[config.mk]
export PLATFORM = sky130hd
export DESIGN_NAME = cameralink_base_tx_framer
export DESIGN_NICKNAME = d
export VERILOG_FILES = /design/src/rtl/cameralink_base_tx_framer.sv
export SDC_FILE = /design/constraint.sdc
export NUM_CORES = 1
export LEC_CHECK = 0
export CAP_MARGIN = 20
export CORE_ASPECT_RATIO = 1.4
export CORE_MARGIN = 4
export CORE_UTILIZATION = 45
export CTS_BUF_LIST = sky130_fd_sc_hd__clkbuf_16
export CTS_CLUSTER_DIAMETER = 150
export DETAILED_ROUTE_END_ITERATION = 10
export GPL_TIMING_DRIVEN = 0
export PLACE_DENSITY = 0.7
export SLEW_MARGIN = 20
export SYNTH_ARGS = -nofsm -noshare
export SYNTH_HDL_FRONTEND = slang
export SYNTH_SLANG_ARGS = --single-unit
[constraint.sdc]
create_clock -name sys_clk -period 2.7 [get_ports sys_clk]
set_input_delay 0.27 -clock sys_clk [delete_from_list [all_inputs] [get_ports sys_clk]]
set_output_delay 0.27 -clock sys_clk [all_outputs]
set_load 0.05 [all_outputs]
[src/rtl/cameralink_base_tx_framer.sv]
// Camera Link base transmit framer: FVAL/LVAL/DVAL timing and X0..X3 packing.
// Optional CL_TX_TEST_PATTERN_EN adds test_mode and a col/line test pattern.
module cameralink_base_tx_framer #(
  parameter int H_ACTIVE = 1024,
  parameter int V_ACTIVE = 768,
  parameter int H_BLANK  = 64,
  parameter int FV_SETUP = 16,
  parameter int FV_HOLD  = 16,
  parameter int V_BLANK  = 1024,
  parameter int CNT_W    = 16
) (
  input  logic        sys_clk,
  input  logic        sys_rst,
  input  logic        enable,
`ifdef CL_TX_TEST_PATTERN_EN
  input  logic        test_mode,
`endif
  input  logic [23:0] pix_data,
  input  logic        pix_valid,
  output logic        pix_ready,
  output logic [27:0] tx_data,
  output logic [6:0]  tx_clk_pattern,
  output logic        frame_start,
  output logic        frame_done,
  output logic        busy
);

  typedef enum logic [2:0] {
    S_IDLE,
    S_FSETUP,
    S_LINE,
    S_HBLANK,
    S_FHOLD,
    S_VBLANK
  } state_t;

  localparam logic [CNT_W-1:0] H_LAST = CNT_W'(H_ACTIVE - 1);
  localparam logic [CNT_W-1:0] V_LAST = CNT_W'(V_ACTIVE - 1);
  localparam logic [CNT_W-1:0] HB_LAST = CNT_W'(H_BLANK - 1);
  localparam logic [CNT_W-1:0] SU_LAST = CNT_W'(FV_SETUP - 1);
  localparam logic [CNT_W-1:0] HO_LAST = CNT_W'(FV_HOLD - 1);
  localparam logic [CNT_W-1:0] VB_LAST = CNT_W'(V_BLANK - 1);

  state_t state, state_nxt;
  logic [CNT_W-1:0] tmr, col, line_cnt;
  logic in_line, xfer, tmr_hit;
  logic col_last, line_last;
  logic fval, lval;
  logic [23:0] px_src, px;
  logic [7:0] a, b, c;
  logic [27:0] word;
  logic fs_nxt, fd_nxt;
  logic [27:0] tx_q;
  logic fs_q, fd_q;

  assign in_line   = (state == S_LINE);
  assign col_last  = (col == H_LAST);
  assign line_last = (line_cnt == V_LAST);

`ifdef CL_TX_TEST_PATTERN_EN
  logic tp_frame;
  logic [7:0] tc, tl;

  assign tc = col[7:0];
  assign tl = line_cnt[7:0];
  assign pix_ready = in_line & ~tp_frame;
  assign xfer = tp_frame ? in_line : (pix_valid & pix_ready);
  assign px_src = tp_frame ? {tl[7:4], tc ^ tl, tl[3:0], tc}
                           : pix_data;

  // mode is latched on entry to FSETUP so it holds for the whole frame
  always_ff @(posedge sys_clk) begin
    if (sys_rst)
      tp_frame <= 1'b0;
    else if (state_nxt == S_FSETUP && state != S_FSETUP)
      tp_frame <= test_mode;
  end
`else
  assign pix_ready = in_line;
  assign xfer = pix_valid & pix_ready;
  assign px_src = pix_data;
`endif

  always_comb begin
    tmr_hit = 1'b0;
    unique case (state)
      S_FSETUP: tmr_hit = (tmr == SU_LAST);
      S_HBLANK: tmr_hit = (tmr == HB_LAST);
      S_FHOLD:  tmr_hit = (tmr == HO_LAST);
      S_VBLANK: tmr_hit = (tmr == VB_LAST);
      default:  tmr_hit = 1'b0;
    endcase
  end

  always_ff @(posedge sys_clk) begin
    if (sys_rst)
      state <= S_IDLE;
    else
      state <= state_nxt;
  end

  always_comb begin
    state_nxt = state;
    unique case (state)
      S_IDLE:
        if (enable) state_nxt = S_FSETUP;
      S_FSETUP:
        if (tmr_hit) state_nxt = S_LINE;
      S_LINE:
        if (xfer && col_last)
          state_nxt = line_last ? S_FHOLD : S_HBLANK;
      S_HBLANK:
        if (tmr_hit) state_nxt = S_LINE;
      S_FHOLD:
        if (tmr_hit) state_nxt = S_VBLANK;
      S_VBLANK:
        if (tmr_hit)
          state_nxt = enable ? S_FSETUP : S_IDLE;
      default:
        state_nxt = S_IDLE;
    endcase
  end

  always_ff @(posedge sys_clk) begin
    if (sys_rst) begin
      tmr      <= '0;
      col      <= '0;
      line_cnt <= '0;
    end else begin
      if (state_nxt != state || state == S_IDLE || in_line)
        tmr <= '0;
      else
        tmr <= tmr + 1'b1;
      if (xfer)
        col <= col_last ? '0 : col + 1'b1;
      if (xfer && col_last && !line_last)
        line_cnt <= line_cnt + 1'b1;
      else if (state == S_FHOLD && tmr_hit)
        line_cnt <= '0;
    end
  end

  always_comb begin
    fval = 1'b0;
    lval = 1'b0;
    unique case (state)
      S_FSETUP, S_HBLANK, S_FHOLD: fval = 1'b1;
      S_LINE: begin
        fval = 1'b1;
        lval = 1'b1;
      end
      default: begin
        fval = 1'b0;
        lval = 1'b0;
      end
    endcase
    px = xfer ? px_src : 24'h0;
    a  = px[7:0];
    b  = {px[23:20], px[11:8]};
    c  = px[19:12];
    word = {
      a[6], a[7], b[6], b[7], c[6], c[7], 1'b0,
      c[2], c[3], c[4], c[5], lval, fval, xfer,
      b[1], b[2], b[3], b[4], b[5], c[0], c[1],
      a[0], a[1], a[2], a[3], a[4], a[5], b[0]
    };
    fs_nxt = (state == S_FSETUP) && (tmr == '0);
    fd_nxt = (state == S_VBLANK) && (tmr == '0);
  end

  always_ff @(posedge sys_clk) begin
    if (sys_rst) begin
      tx_q <= '0;
      fs_q <= 1'b0;
      fd_q <= 1'b0;
    end else begin
      tx_q <= word;
      fs_q <= fs_nxt;
      fd_q <= fd_nxt;
    end
  end

  assign tx_data        = tx_q;
  assign frame_start    = fs_q;
  assign frame_done     = fd_q;
  assign busy           = (state != S_IDLE);
  assign tx_clk_pattern = 7'b1100011;

endmodule

==> summary.md <==
| Metric | Value |
|---|---|
| Max stage delay cell, worst path | `a2111oi_4` |
| Synth Cell Area | `0.003791 mm^2` |
| Period utilization | `0.9509` |
| Sequential element share of the synthesized area | `0.4224` |
| Worst hold-check path type | `in -> reg` |
| Total GRT Usage | `0.1897` |
| CTS max path bufs | `2` |
| Total Routed Length | `a little over 9000 um` |
| Cts-stage hold buffer count | `0` |
| VDD IR-drop max | `0.3438 mV` |
| I/O pin cnt | `67` |
| Final min period | `about 2.6 ns` |
| Status | `finished, final reports clean` |
| Starting Density | `0.4625` |
| # setup viols final | `0` |
| Final hold violation count | `0` |
| Asr flop ratio synth | `0` |
| Warnings, synthesis | `0` |
| CP Data Required Time | `2.91 ns` |
| First-pass GRT wire length | `15190 um` |
| CP startpoint kind | `register` |
| Non-filler cells, final | `roughly 620` |
| Final ANT Viol Nets | `0` |
| ANT cells | `0` |
| Post-synth top area cell | `dfxtp_1` |
| Setup Crit Path Kind | `reg -> reg` |
| Critical path data arrival time | `2.77 ns` |
| CP Buf/Inv Count | `1` |
| Area contributors post-synth | `dfxtp_1 42%, and2_1 5.1%, nand3_1 5.0%` |
| Die area | `0.009978 mm^2` |
| Most common cell after layout, fill and taps aside | `dfxtp_1` |
| Clock transition at path regs | `0.06 ns` |
| Grt total ovfl | `0` |
| Crit. End Element | `register` |
| Number of global-route vias before repair | `3297` |
| Vias | `3396` |
| Flops & latches, synth | `80` |
| Post-route DRC | `0` |
| Relative max-transition margin | `0.3827` |
| Highest achievable clock rate | `about 390 MHz` |
| Worst Path Max Fanout | `10` |
| Clk sinks | `80` |
| Final HPWL DP | `6803 um` |
| Setup Skew | `0.007904 ns` |
| Sw Share | `0.2244` |
| Placed cell area | `between 0.004 and 0.005 mm^2` |
| RePlAce Congestion | `0.8876` |
| CTS tree | `yes` |
| Family with the most delay on the worst path | `compound AO/OA/AOI/OAI gates` |
| Pre-antenna DRT Iters | `4` |
| Worst path max stage delay | `0.49 ns` |
| Largest net degree at the start of global routing | `15` |
| PortBufs | `58` |
| Syn_area_per_cell | `around 8.7 um^2` |
| Worst Tran Pin Value | `0.9183 ns` |
| Power share of the sequential group | `0.446` |
| Combinational share of power | `0.069` |
| Inst Count DP | `604` |
| Die Wd | `85.58 um` |
| Synthesis-to-finish area growth | `29.37%` |
| Clock root buffer | `clkbuf_16` |
| Share of the synthesized area in the top cell type | `0.4224` |
| H-tree levels | `3` |
| WHS | `just under 0.5 ns` |
| Library cells used by synthesis | `53` |
| Clock power frac | `0.484` |
| Ys flop type | `dfxtp_1` |
| Via-to-Cell Ratio | `5.442` |
| P_int | `2072 uW` |
| Critical Path, Cell by Cell | `ha_1, nand3_1, a2111oi_4, o2111ai_1, a211oi_4, buf_6, a21oi_2` |
| LEAKAGE | `0.001794 uW` |
| Num CTS Buffers | `9` |
| First DRT Iteration DRCs | `161` |
| Max_cap viols | `0` |
| Clock insertion delay at the later pin of the skew report | `approximately 0.34 ns` |
| Final net count | `roughly 550` |
| Psw | `between 500 and 600 uW` |
| Post-Syn Instances | `438` |
| Commonest non-fill, non-tap cells in the layout | `79 x dfxtp_1, 57 x clkdlybuf4s50_1, 38 x nand3_1` |
| EDFF count, synth | `0` |
| Layout cell share with drive strength beyond 1 | `0.1054` |
| P per Cell Area | `544.6 mW/mm^2` |
| Setup TNS | `0 ns` |
| Rows | `39` |
| Chip height | `approximately 120 um` |
| Drt wl/cell | `14.69 um` |
| Final Instance Area | `0.004905 mm^2` |
| Slew Viols, Final | `0` |
| Core Region | `0.008198 mm^2` |
| Antenna violations before repair | `0` |
[synth_stat cells (2+ instances only)]
| cell | number |
|---|---|
| o21ai_2 | 9 |
| o31ai_1 | 13 |
| ha_1 | 4 |
| o2111ai_1 | 2 |
| conb_1 | 2 |
| nand3_1 | 38 |
| nor3_1 | 15 |
| nor4_1 | 9 |
| and3_1 | 3 |
| buf_2 | 3 |
| dfxtp_1 | 80 |
| and2_1 | 31 |
| nand2b_1 | 4 |
| or4_1 | 6 |
| inv_1 | 16 |
| o21ai_0 | 9 |
| clkbuf_1 | 14 |
| nor2_1 | 35 |
| xnor2_1 | 13 |
| buf_4 | 8 |
| nand2_1 | 28 |
| a21oi_1 | 18 |
| or2_2 | 2 |
| a311oi_1 | 3 |
| a21boi_0 | 2 |
| o211ai_1 | 5 |
| xor2_1 | 16 |
| or3_1 | 6 |
| nand4_1 | 19 |
| mux2i_1 | 2 |
[worst paths after layout]
check / from / to / slack [ns] / depth (start not counted)
min reg2reg: line_cnt[15] / line_cnt[15] / 0.50 / 2
min: pix_data[2] / tx_data[4] / 0.49 / 2
max: tmr[1] / state[0] / 0.13 / 7
max reg2reg: tmr[1] / state[0] / 0.13 / 7
[final cells by class]
type	count	area [um^2]
repair buffers	62	613.1
multi-input cells	321	2036
plain buffers	27	145.1
clock buffers	9	225.2
flip-flops and latches	80	1603
clock inverters	7	95.09
well taps	102	127.6
fillers	711	3293
inverters	16	60.06
[power groups by stage]
stage	logic, uW	clock network [uW]	registers [uW]
finish	185	1290	1190
global route	199	1360	1190
CTS	183	1330	1190
global placement	179	0	1220
floorplan	103	0	1230
detailed placement	182	0	1220
[worst register-to-register path: stages, from the launching register on]
cell	delay [ns]
dfxtp_1	0.38
ha_1	0.20
nand3_1	0.31
a2111oi_4	0.50
o2111ai_1	0.27
a211oi_4	0.48
buf_6	0.24
a21oi_2	0.07
[repair_timing]
item,in CTS,in global routing
gates resized for setup,0,8
pin swaps,1,2
setup buffers,0,4
setup endpoints to repair,5,23
[sequential cells by signal (all words and copies together), names as in the netlist]
signal,count
tx_data,27
col,16
line_cnt,16
tmr,16
state,3
frame_done,1
frame_start,1
[cell families (layout without fill, tap and decap cells)]
| kind of cell | after synthesis | in the layout | share of synthesized area |
|---|---|---|---|
| compound gates | 73 | 73 | 0.1449 |
| xor+xnor | 29 | 29 | 0.06700 |
| fa+ha+maj | 4 | 4 | 0.01320 |
| buf+inv | 43 | 121 | 0.05346 |
| flops | 80 | 80 | 0.4224 |
| mux | 2 | 2 | 0.005281 |
| other cells | 2 | 8 | 0.001981 |
| simple gates | 205 | 205 | 0.2917 |
[per-layer routing]
metal | GRT usage | vias to the layer above | wire length [um]
li1 | - | 1709 | -
met1 | 0.2131 | 1611 | 3714
met2 | 0.3454 | 58 | 4935
met3 | 0.02611 | 18 | 266
met4 | 0.1003 | 0 | 253
met5 | 0 | - | 0
[through the flow]
step / utilization / total power, uW / worst slack, ns
after CTS: 0.5914 / 2700 / 0.009263
after floorplan: - / 1329 / 0.1720
after global placement: 0.5516 / 1397 / -0.06588
final: 0.5983 / 2671 / 0.1327
after global routing: 0.5983 / 2753 / -0.01166
after detailed placement: 0.5524 / 1400 / -0.08229
No activity file was read; power rests on OpenSTA's default activity.
